==> config.mk <==
export PLATFORM = sky130hd
export DESIGN_NAME = lru_grant_arbiter
export DESIGN_NICKNAME = d
export VERILOG_FILES = /design/src/rtl/arb_pkg.sv /design/src/rtl/lru_grant_arbiter_priority_pick.sv /design/src/rtl/lru_grant_arbiter.sv
export SDC_FILE = /design/constraint.sdc
export NUM_CORES = 1
export LEC_CHECK = 0
export ABC_AREA = 1
export BUFFER_PORTS_ARGS = -buffer_cell sky130_fd_sc_hd__buf_2
export CAP_MARGIN = 10
export CELL_PAD_IN_SITES_DETAIL_PLACEMENT = 0
export CELL_PAD_IN_SITES_GLOBAL_PLACEMENT = 1
export CORE_ASPECT_RATIO = 1.2
export CORE_MARGIN = 1
export CORE_UTILIZATION = 39
export CTS_CLUSTER_DIAMETER = 150
export DETAILED_ROUTE_END_ITERATION = 12
export PLACE_DENSITY = 0.85
export SETUP_SLACK_MARGIN = 0.02
export SLEW_MARGIN = 20
export SYNTH_ARGS = -nofsm -noshare
export SYNTH_HDL_FRONTEND = slang
export SYNTH_SLANG_ARGS = --single-unit
==> constraint.sdc <==
create_clock -name clk -period 2.25 [get_ports clk]
set_input_delay 0.1125 -clock clk [delete_from_list [all_inputs] [get_ports clk]]
set_output_delay 0.1125 -clock clk [all_outputs]
set_load 0.05 [all_outputs]
==> src/rtl/arb_pkg.sv <==
// Shared types and constants for the LRU grant arbiter.
// Imported by the arbiter top level and its pick sub-module.
package arb_pkg;

    typedef enum logic {
        IDLE = 1'b0,
        BUSY = 1'b1
    } arb_state_t;

    localparam int POLICY_FIXED = 0;
    localparam int POLICY_LRU   = 1;

endpackage

==> src/rtl/lru_grant_arbiter_priority_pick.sv <==
// Combinational pick: first entry in list order whose requester is active.
// The order is a flat vector, entry p at bits [p*IDW +: IDW].
module priority_pick
    import arb_pkg::*;
#(
    parameter int CANDIDATE = 4,
    parameter int IDW       = $clog2(CANDIDATE)
) (
    input  logic [CANDIDATE-1:0]     request_vec,
    input  logic [CANDIDATE*IDW-1:0] order,
    output logic                     pick_valid,
    output logic [IDW-1:0]           pick_number
);

    logic [IDW-1:0] w_idx;

    always_comb begin
        pick_valid  = 1'b0;
        pick_number = '0;
        w_idx       = '0;
        for (int p = 0; p < CANDIDATE; p++) begin
            w_idx = order[p*IDW +: IDW];
            if (!pick_valid && request_vec[w_idx]) begin
                pick_valid  = 1'b1;
                pick_number = w_idx;
            end
        end
    end

endmodule

==> src/rtl/lru_grant_arbiter.sv <==
// Packet-locked output-port arbiter with least-recently-granted rotation.
// All outputs are registered; the pick always sees the next-cycle order.
module lru_grant_arbiter
    import arb_pkg::*;
#(
    parameter int CANDIDATE = 4,
    parameter int POLICY    = 1,
    parameter int IDW       = $clog2(CANDIDATE)
) (
    input  logic                     clk,
    input  logic                     rst,
    input  logic [CANDIDATE-1:0]     request_vec,
    input  logic                     grant_ready,
    input  logic                     grant_last,
    output logic                     grant_valid,
    output logic [IDW-1:0]           grant_number,
    output logic [CANDIDATE-1:0]     grant_onehot,
    output logic [CANDIDATE*IDW-1:0] priority_array
);

    arb_state_t                 r_state;
    logic                       r_valid;
    logic [IDW-1:0]             r_num;
    logic [CANDIDATE-1:0]       r_oh;
    logic [CANDIDATE*IDW-1:0]   r_order;

    logic [CANDIDATE*IDW-1:0]   w_identity;
    logic [CANDIDATE*IDW-1:0]   w_lru;
    logic [CANDIDATE*IDW-1:0]   w_order_next;
    logic [IDW-1:0]             w_gpos;
    logic                       w_release;
    logic                       w_pick_valid;
    logic [IDW-1:0]             w_pick_num;
    logic [CANDIDATE-1:0]       w_pick_oh;

    always_comb begin
        w_identity = '0;
        for (int p = 0; p < CANDIDATE; p++) begin
            w_identity[p*IDW +: IDW] = IDW'(p);
        end
    end

    assign w_release = r_valid && grant_ready && grant_last;

    // Remove the granted entry, close the gap, append it at the tail.
    always_comb begin
        w_gpos = '0;
        for (int p = 0; p < CANDIDATE; p++) begin
            if (r_order[p*IDW +: IDW] == r_num) begin
                w_gpos = IDW'(p);
            end
        end
        w_lru = r_order;
        for (int q = 0; q < CANDIDATE - 1; q++) begin
            if (q >= int'(w_gpos)) begin
                w_lru[q*IDW +: IDW] = r_order[(q+1)*IDW +: IDW];
            end
        end
        w_lru[(CANDIDATE-1)*IDW +: IDW] = r_num;
    end

    assign w_order_next = (w_release && POLICY == POLICY_LRU)
                        ? w_lru : r_order;

    priority_pick #(
        .CANDIDATE (CANDIDATE),
        .IDW       (IDW)
    ) u_pick (
        .request_vec (request_vec),
        .order       (w_order_next),
        .pick_valid  (w_pick_valid),
        .pick_number (w_pick_num)
    );

    assign w_pick_oh = CANDIDATE'(1) << w_pick_num;

    always_ff @(posedge clk or posedge rst) begin
        if (rst) begin
            r_state <= IDLE;
            r_valid <= 1'b0;
            r_num   <= '0;
            r_oh    <= '0;
            r_order <= w_identity;
        end else begin
            r_order <= w_order_next;
            case (r_state)
                IDLE: begin
                    if (w_pick_valid) begin
                        r_state <= BUSY;
                        r_valid <= 1'b1;
                        r_num   <= w_pick_num;
                        r_oh    <= w_pick_oh;
                    end
                end
                BUSY: begin
                    if (w_release && w_pick_valid) begin
                        r_num   <= w_pick_num;
                        r_oh    <= w_pick_oh;
                    end else if (w_release || !request_vec[r_num]) begin
                        r_state <= IDLE;
                        r_valid <= 1'b0;
                        r_num   <= '0;
                        r_oh    <= '0;
                    end
                end
                default: begin
                    r_state <= IDLE;
                    r_valid <= 1'b0;
                    r_num   <= '0;
                    r_oh    <= '0;
                end
            endcase
        end
    end

    assign grant_valid    = r_valid;
    assign grant_number   = r_num;
    assign grant_onehot   = r_oh;
    assign priority_array = r_order;

endmodule

## Word level (Yosys, flattened, before mapping)

Index checks and enable logic that the tools add are counted.

| storage, ports and cells | value |
|---|---|
| word-level logic and storage cells | 76 |
| register bits after elaboration | 16 |
| output and inout bits | 15 |
| bits of input ports | 8 |

| cells by class | value |
|---|---|
| bitwise logic cells | 1 |
| mux-type cells | 41 |
| reductions and logical operators | 13 |
| $lt $le $gt $ge | 8 |
| shift-type cells | 1 |
| equal/unequal tests | 7 |

Operators by type and width:

| kind | number |
|---|---|
| $mux W2 | 12 |
| $mux W1 | 16 |
| $lt A2 B3 Y1 const B | 5 |
| $mux W4 | 3 |
| $bmux W1 S2 | 5 |
| $mux W8 | 1 |
| $pmux W4 S2 | 1 |
| $eq A2 B2 Y1 | 3 |
| $logic_and A1 B1 Y1 | 6 |
| $ge A1 B2 Y1 const A | 2 |
| $logic_not A1 Y1 | 4 |
| $ne A2 B2 Y1 const B | 2 |
| $pmux W1 S2 | 2 |
| $pmux W2 S2 | 1 |
| $shl A1 B2 Y4 const A | 1 |
| $ne A3 B1 Y1 const B | 1 |
| $reduce_and A3 Y1 | 1 |
| $ge A2 B2 Y1 const A | 1 |
| $ne A2 B1 Y1 const B | 1 |
| $reduce_and A2 Y1 | 1 |
| $logic_or A1 B1 Y1 | 1 |
| $not A1 Y1 | 1 |

## Longest topological paths before layout

Gate-level depths: netlist of run 1.

| depth | value |
|---|---|
| depth in word-level cells | 22 |
| mapped depth | 17 |
| mapped depth without buffers | 17 |

## By module

A second synthesis of run 1 with hierarchy kept.

| second synthesis, totals | value |
|---|---|
| cell total of the unflattened synthesis | 179 |
| area total of the unflattened synthesis | 1207.4 µm² |

By module, submodules not included:

| module | area an instance (µm²) | cells an instance | times used |
|---|---|---|---|
| lru_grant_arbiter | 945.9 | 128 | 1 |
| priority_pick | 261.5 | 51 | 1 |

## Least setup slack after synthesis of run 1

OpenSTA, ideal clock, no wires.

| timing | value |
|---|---|
| path kind | flip-flop to flip-flop |
| from | reg r_valid (netlist: grant_valid) |
| to | reg r_oh[1] (netlist: grant_onehot[1]) |
| path buffers | 0 |
| slack | 9 ps |
| arrival time | 2123 ps |
| stages on the path, launching flop included | 15 |
| setup time | 118 ps |
| cell sequence | dfrtp_1 > nand3_1 > inv_1 > nand2_4 > nor2_8 > nand2_4 > nand3_1 > nand3_2 > nand2_4 > inv_2 > nand3_1 > nand2_1 > nand3b_1 > nand3_1 > nand2_1 |

| between the ends | value |
|---|---|
| longest elaborated chain between the ends | 18 |
| elaborated cells on any way between the ends | 34 |
| those cells by class | eq/ne: 2; shift: 1; mux: 20; reduce/logical: 11 |

Ends and longest elaborated chain:

| what | line | source |
|---|---|---|
| start: declaration | lru_grant_arbiter.sv:22 | `logic r_valid;` |
| start signal: assignment | lru_grant_arbiter.sv:80 | `r_valid <= 1'b0;` |
| start signal: assignment | lru_grant_arbiter.sv:90 | `r_valid <= 1'b1;` |
| start signal: assignment | lru_grant_arbiter.sv:101 | `r_valid <= 1'b0;` |
| $logic_and A1 B1 Y1 * (2 in a row) | lru_grant_arbiter.sv:43 | `assign w_release = r_valid && grant_ready && grant_last;` |
| $mux W8 | lru_grant_arbiter.sv:63 | `? w_lru : r_order;` |
| $bmux W1 S2 | lru_grant_arbiter_priority_pick.sv:23 | `if (!pick_valid && request_vec[w_idx]) begin` |
| $mux W1 (implied by the code) | lru_grant_arbiter_priority_pick.sv:23 |  |
| $mux W1 | lru_grant_arbiter_priority_pick.sv:23 |  |
| $logic_not A1 Y1 | lru_grant_arbiter_priority_pick.sv:23 |  |
| $logic_and A1 B1 Y1 | lru_grant_arbiter_priority_pick.sv:23 |  |
| $mux W1 | lru_grant_arbiter_priority_pick.sv:23 |  |
| $logic_not A1 Y1 | lru_grant_arbiter_priority_pick.sv:23 |  |
| $logic_and A1 B1 Y1 | lru_grant_arbiter_priority_pick.sv:23 |  |
| $mux W1 | lru_grant_arbiter_priority_pick.sv:23 |  |
| $logic_not A1 Y1 | lru_grant_arbiter_priority_pick.sv:23 |  |
| $logic_and A1 B1 Y1 | lru_grant_arbiter_priority_pick.sv:23 |  |
| $mux W2 / $mux W1 (equally long branches) | lru_grant_arbiter_priority_pick.sv:23 |  |
| $shl A1 B2 Y4 / $logic_and A1 B1 Y1 (equally long branches) | lru_grant_arbiter.sv:75, lru_grant_arbiter.sv:96 |  |
| $mux W4 (tied with other cells) | lru_grant_arbiter.sv:96 | `if (w_release && w_pick_valid) begin` |
| $pmux W4 S2 / $reduce_and A2 Y1 (equally long branches) | -- |  |
| end signal: assignment | lru_grant_arbiter.sv:92 | `r_oh <= w_pick_oh;` |
| end signal: assignment | lru_grant_arbiter.sv:98 | `r_oh <= w_pick_oh;` |
| end: declaration | lru_grant_arbiter.sv:24 | `logic [CANDIDATE-1:0] r_oh;` |

Mark *: on every way between the ends. The rest lies on a longest branch, timed or not. The select of a mux whose other input is x is not followed.
A chain may end at the register's enable or synchronous reset.

## Worst setup path in the final report of run 1

| timing | value |
|---|---|
| from | reg r_order[7] (netlist: priority_array[7]) |
| to | reg r_oh[2] (netlist: grant_onehot[2]) |

| between the ends | value |
|---|---|
| longest elaborated chain between the ends | 20 |
| elaborated cells on any way between the ends | 39 |
| those cells by class | order compare: 3; eq/ne: 3; shift: 1; mux: 24; reduce/logical: 8 |

Ends and longest elaborated chain:

| what | line | source |
|---|---|---|
| start: declaration | lru_grant_arbiter.sv:25 | `logic [CANDIDATE*IDW-1:0] r_order;` |
| start signal: assignment | lru_grant_arbiter.sv:83 | `r_order <= w_identity;` |
| start signal: assignment | lru_grant_arbiter.sv:85 | `r_order <= w_order_next;` |
| $eq A2 B2 Y1 * | lru_grant_arbiter.sv:49 | `if (r_order[p*IDW +: IDW] == r_num) begin` |
| $mux W2 * | lru_grant_arbiter.sv:49 |  |
| $ge A1 B2 Y1 * | lru_grant_arbiter.sv:55 | `if (q >= int'(w_gpos)) begin` |
| $mux W2 * | lru_grant_arbiter.sv:55 |  |
| $mux W8 * | lru_grant_arbiter.sv:63 |  |
| via u_pick.order[0] | lru_grant_arbiter_priority_pick.sv:10 | `input logic [CANDIDATE*IDW-1:0] order,` |
| $bmux W1 S2 | lru_grant_arbiter_priority_pick.sv:23 |  |
| $mux W1 (implied by the code) | lru_grant_arbiter_priority_pick.sv:23 |  |
| [... 5 more ...] | -- |  |
| $logic_and A1 B1 Y1 | lru_grant_arbiter_priority_pick.sv:23 |  |
| $mux W1 | lru_grant_arbiter_priority_pick.sv:23 |  |
| $logic_not A1 Y1 | lru_grant_arbiter_priority_pick.sv:23 |  |
| $logic_and A1 B1 Y1 | lru_grant_arbiter_priority_pick.sv:23 |  |
| $mux W2 / $mux W1 (equally long branches) | lru_grant_arbiter_priority_pick.sv:23 |  |
| $shl A1 B2 Y4 / $logic_and A1 B1 Y1 (equally long branches) | lru_grant_arbiter.sv:75, lru_grant_arbiter.sv:96 |  |
| $mux W4 (tied with other cells) | lru_grant_arbiter.sv:96 |  |
| $pmux W4 S2 / $reduce_and A2 Y1 (equally long branches) | -- |  |

The timed path passes the listed nets; every way through them passes the cells marked *. The select of a mux whose other input is x is not followed.

==> results of run 1 <==
path summary, 6_finish.rpt:
| path | end | start | cells past startpoint |
|---|---|---|---|
| worst max register to register | grant_onehot[2]$_DFFE_PP0P_ | priority_array[7]$_DFF_PP1_ | 15 |
| worst min register to register | grant_onehot[0]$_DFFE_PP0P_ | grant_onehot[0]$_DFFE_PP0P_ | 2 |
| worst max-delay path | grant_onehot[2]$_DFFE_PP0P_ | priority_array[7]$_DFF_PP1_ | 15 |
| worst min-delay path | priority_array[7]$_DFF_PP1_ | grant_last | 3 |
| min in group asynchronous | grant_valid$_DFFE_PP0P_ | rst | 3 |
| max in group asynchronous | grant_number[0]$_DFFE_PP0P_ | rst | 3 |
critical path: cells and delay by family, from the launching register on:
kind                   cells  cell delay [ns]
AOI/OAI and AO/OA          2             0.29
buffers and inverters      2             0.08
and+or+nand+nor           11             1.09
DFF                        1             0.59
cells in the final DEF (no fill, tap or decap), drive strengths merged:
cell          n
dfrtp        12
o22ai         1
dlygate4sd3   1
dfstp         4
xnor2         2
nand4         7
a31oi         1
a21oi         4
buf          29
inv          30
o21bai        2
nand3        26
o211ai        2
nor2          6
o21ai        11
nand2        64
nand3b        1
clkbuf        4
final cells by class:
class                           count  area share, %
Sequential cell                    16           23.3
Clock buffer                        4           2.06
Timing Repair Buffer               30           9.82
Tap cell                           36           2.56
Multi-Input combinational cell    127           55.4
Inverter                           30           6.83
routing by layer:
layer,GRT usage (%),vias up
li1,-,631
met1,26.2,593
met2,35.5,27
met3,2.58,8
met4,8.01,0
met5,0,-
cells by family after synthesis:
| kind of cell | Yosys count |
|---|---|
| buf+inv | 30 |
| xor+xnor | 2 |
| simple gates | 104 |
| flops | 16 |
| compound gates | 21 |
flip-flops by register name (all words and copies together), names as in the netlist:
name	count
priority_array	8
grant_onehot	4
grant_valid	1
r_state	1
grant_number	2
stage by stage:
stage	cell area, µm²	TNS [ns]	hold WS, ns
2_1_floorplan	1270	0	0.0233
3_3_place_gp	1430	0	0.225
3_5_place_dp	1430	0	0.237
4_1_cts	1480	0	0.330
5_1_grt	1760	-0.500	0.358
6_report	1760	0	0.319
timing repair:
action	CTS	global route
resized for setup	0	53
buffers inserted	0	6
hold endpoints to repair	12	0
hold buffers	1	0
setup endpoints to repair	0	7
==> reports/qor.yml, run 1 <==
syn_area_mm2: 0.00127
period_minus_slack_ns: 2.17
final_util_pct: 57.0
ys.flop_type: "dfrtp_1"
crit_path_max_incr_delay_ns: 0.59
yosys.cell_types.count: 26
wl_met2_mm: 1.90
path_cells: "inv_2 -> nand2_2 -> nand2_2 -> nand2_4 -> nand2_8 -> nor2_8 -> nand3_4 -> nand2_4 -> nand2_1 -> nand3_2 -> inv_1 -> a31oi_1 -> nand3_2 -> nand3_2 -> o21bai_1"
yosysWarnings: 0
grt_pass1_vias: 1205
synth_area_leaders: "dfrtp_1 (24%), nand2_1 (14%), dfstp_2 (8.3%)"
ys_seq_area_share_pct: 32.0
dp.cells: 232
pre_cts_ws_ns: 0.0895
rrSetupSlack_ns: 0.08
maxSlewHeadroom_pct: 55.5
vias: 1259
antenna_found_initial: 0
max_freq_mhz: 460
maxCapViolCount: 0
yosys.area.top_type: "dfrtp_1"
synthArstFlopShare_pct: 100
grt_max_degree: 17
cpMostUsedCell: "nand3_2"
vias_per_cell: 5.18
cts.sinks: 16
critPathArrivalTime_ns: 2.36
regArea_um2: 409
skew_ns: 0.00708
setup_violations: 0
routedLengthMet1_mm: 1.49
antenna_left: 0
wl_per_cell_um: 14.6
die_x_um: 54.1
synthAdderAreaFrac_pct: 0
antennaDiodeCount: 0
cts_max_path_buffers: 2
worstSetupEndpointType: "flop"
hpwl_mm: 2.49
synth.most_common_cell: "nand2_1"
ys_top_cells_by_count: "nand2_1 (46), inv_1 (21), nand3_1 (19), nand2_2 (14), dfrtp_1 (12)"
clkTransAtPathRegs_ns: 0.11
nFillCells: 292
die_area_mm2: 0.00349
synthToLayoutAreaGrowth_pct: 38.6
grtUsageTotal_pct: 21.0
clk_latency_ns: 0.30
synth-compound-area-share_pct: 11.0
nets: 216
layoutNonFillerInstCount: 243
layout_setup_ws_ns: 0.0782
core_area_mm2: 0.00308
start_util_pct: 41.2
h-tree-depth: 1
clockRootBuffer: "clkbuf_4"
hold_class: "in2reg"
drtIter0Drc: 30
crit_slowest_cell: "dfstp_2"
synth_xor_area_share_pct: 1.38
grt_pass1_wl_mm: 5.40
syn_area_per_cell_um2: 7.33
dr_wl_met3_um: 99
synthMuxAreaShare_pct: 0
numPortBuffers: 22
num_io_pins: 23
fp-row-count: 22
worst_slew_pin_slew_ns: 0.667
crit_fanout: 5
cp-start-kind: "flop"
synth_fp_nets: 181
finalCritPeriodShare_pct: 96.5
slew_violations: 0
die_h_um: 64.5
netlist.area_leader.share_pct: 23.7
worstPathRequired_ns: 2.44
multi_input_area_um2: 975
dr.pass1.iters: 4
rsz0062_at_grt: "yes"
synth_enable_flop_cells: 0
cts_buffers: 3
worstSetupPathType: "reg2reg"
cts_tree: "yes"
drcViolationCount: 0
wirelength_mm: 3.54
synth_top_family_by_area: "simple AND/OR/NAND/NOR gates"
drive_gt1_share_pct: 53.6
ys_seq_elements: 16
routed.top_layer: "met4"
status: "finished, final reports clean"
gp_congestion: 0.848
synth_cells: 173
final-hold-violation-count: 0
grt_overflow: 0
synthSimpleGateAreaFrac_pct: 46.7
Power of run 1 is left out: the tool's default activity adds up to more than one toggle a clock period on the data nets, which glitch-free logic cannot reach.
==> run 2: changes to the inputs <==
Settings changed: MAX_ROUTING_LAYER set to met4.
==> run 2 against run 1 <==
Wire length barely moved. Clock-buffer cell count unchanged. Design area unchanged. Non-clock buffer count unchanged. Register-to-register slack about the same. First-iteration DRC count shrank 37%. Maximum frequency is essentially flat. Via count about the same. Setup slack worse by 0.0012 ns.
==> reports/qor.yml, run 2 (synthesis gave the netlist of run 1 again) <==
fin_area_mm2: 0.00176
cp-start-kind: "flop"
crit_fanout: 5
cts_max_path_buffers: 2
vias: 1258
die_x_um: 54.1
clk_latency_ns: 0.29
clockRootBuffer: "clkbuf_4"
layout_common_cells: "nand2_1 (39), buf_2 (22), inv_1 (18), nand3_2 (17), nand2_2 (12)"
die_area_mm2: 0.00349
synthToLayoutAreaGrowth_pct: 38.6
wl_per_cell_um: 14.6
num_io_pins: 23
maxCapViolCount: 0
crit_slowest_cell: "dfstp_2"
antenna_found_initial: 0
critPathArrivalTime_ns: 2.36
clkTransAtPathRegs_ns: 0.11
grt_pass1_wl_mm: 5.40
pre_cts_ws_ns: 0.0895
numPortBuffers: 22
status: "finished, final reports clean"
nFillCells: 292
layoutNonFillerInstCount: 243
antenna_left: 0
cts_buffers: 3
cpMostUsedCell: "nand3_2"
maxSlewHeadroom_pct: 55.6
die_h_um: 64.5
wirelength_mm: 3.54
final-hold-violation-count: 0
nets: 216
final_common_cell: "nand2_1"
drtIter0Drc: 19
period_minus_slack_ns: 2.17
cp_top_family: "simple AND/OR/NAND/NOR gates"
hpwl_mm: 2.49
crit_path_max_incr_delay_ns: 0.59
start_util_pct: 41.2
path_cells: "inv_2 -> nand2_2 -> nand2_2 -> nand2_4 -> nand2_8 -> nor2_8 -> nand3_4 -> nand2_4 -> nand2_1 -> nand3_2 -> inv_1 -> a31oi_1 -> nand3_2 -> nand3_2 -> o21bai_1"
finalCritPeriodShare_pct: 96.6
skew_ns: 0.00614
grtUsageTotal_pct: 21.5
dp.cells: 232
rsz0062_at_grt: "yes"
worstSetupEndpointType: "flop"
hold_class: "in2reg"
worstPathRequired_ns: 2.44
gp_congestion: 0.862
drive_gt1_share_pct: 53.6
vias_per_cell: 5.18
worst_slew_pin_slew_ns: 0.665
dr.pass1.iters: 4
drcViolationCount: 0
path_buf_inv: 2
fp-row-count: 22
cts.sinks: 16
antennaDiodeCount: 0
grt_max_degree: 17
largest_reg_flops: 8
cts_tree: "yes"
dpl_cell_area_mm2: 0.00143
worstSetupPathType: "reg2reg"
grt_pass1_vias: 1204
h-tree-depth: 1
core_area_mm2: 0.00308
setup_violations: 0
grt_overflow: 0
slew_violations: 0
layout_setup_ws_ns: 0.0770
max_freq_mhz: 460
-- run 2: tightest hold or removal path: stages --
cell and delay [ns]:
buf_2 0.09, nand3_1 0.22, o21ai_1 0.16
-- run 2: area by class of cell --
cell class | count | area (µm²) | area share [%]
multi-input cells | 127 | 975 | 55.4
flip-flops and latches | 16 | 409 | 23.3
repair buffers | 30 | 173 | 9.82
inverters | 30 | 120 | 6.83
well taps | 36 | 45.0 | 2.56
clock buffers | 4 | 36.3 | 2.06
-- run 2: per-stage QoR --
step / util, % / setup TNS [ns] / hold WS (ns)
floorplan: - / 0 / 0.0233
global placement: 46.5 / 0 / 0.225
detailed placement: 46.5 / 0 / 0.237
CTS: 48.0 / 0 / 0.330
global route: 57.0 / -0.523 / 0.358
finish: 57.0 / 0 / 0.319
-- run 2: repair_timing --
action	4_1_cts	5_1_grt
resized for setup	0	53
setup buffers	0	6
endpoints found under the hold margin	12	0
endpoints found under the setup margin	0	7
hold buffers	1	0
-- run 2: final timing paths --
check / from / to / slack (ns) / cells after the start
worst max-delay path: priority_array[7]$_DFF_PP1_ / grant_onehot[2]$_DFFE_PP0P_ / 0.08 / 15
worst min-delay path: grant_last / priority_array[7]$_DFF_PP1_ / 0.32 / 3
worst max register to register: priority_array[7]$_DFF_PP1_ / grant_onehot[2]$_DFFE_PP0P_ / 0.08 / 15
worst min register to register: grant_onehot[0]$_DFFE_PP0P_ / grant_onehot[0]$_DFFE_PP0P_ / 0.49 / 2
max in group asynchronous: rst / grant_number[0]$_DFFE_PP0P_ / 1.34 / 3
min in group asynchronous: rst / grant_valid$_DFFE_PP0P_ / 0.45 / 3
-- run 2: metal layers --
layer  part of all wire (%)  wire [µm]  GRT usage [%]  vias to the layer above
li1                       -          -              -                      630
met1                     42       1490           26.4                      593
met2                     54       1900           35.5                       27
met3                    2.5         90           2.35                        8
met4                    1.7         60           8.01                        0
met5                      0          0              -                        -
Power of run 2 is left out for the same reason.
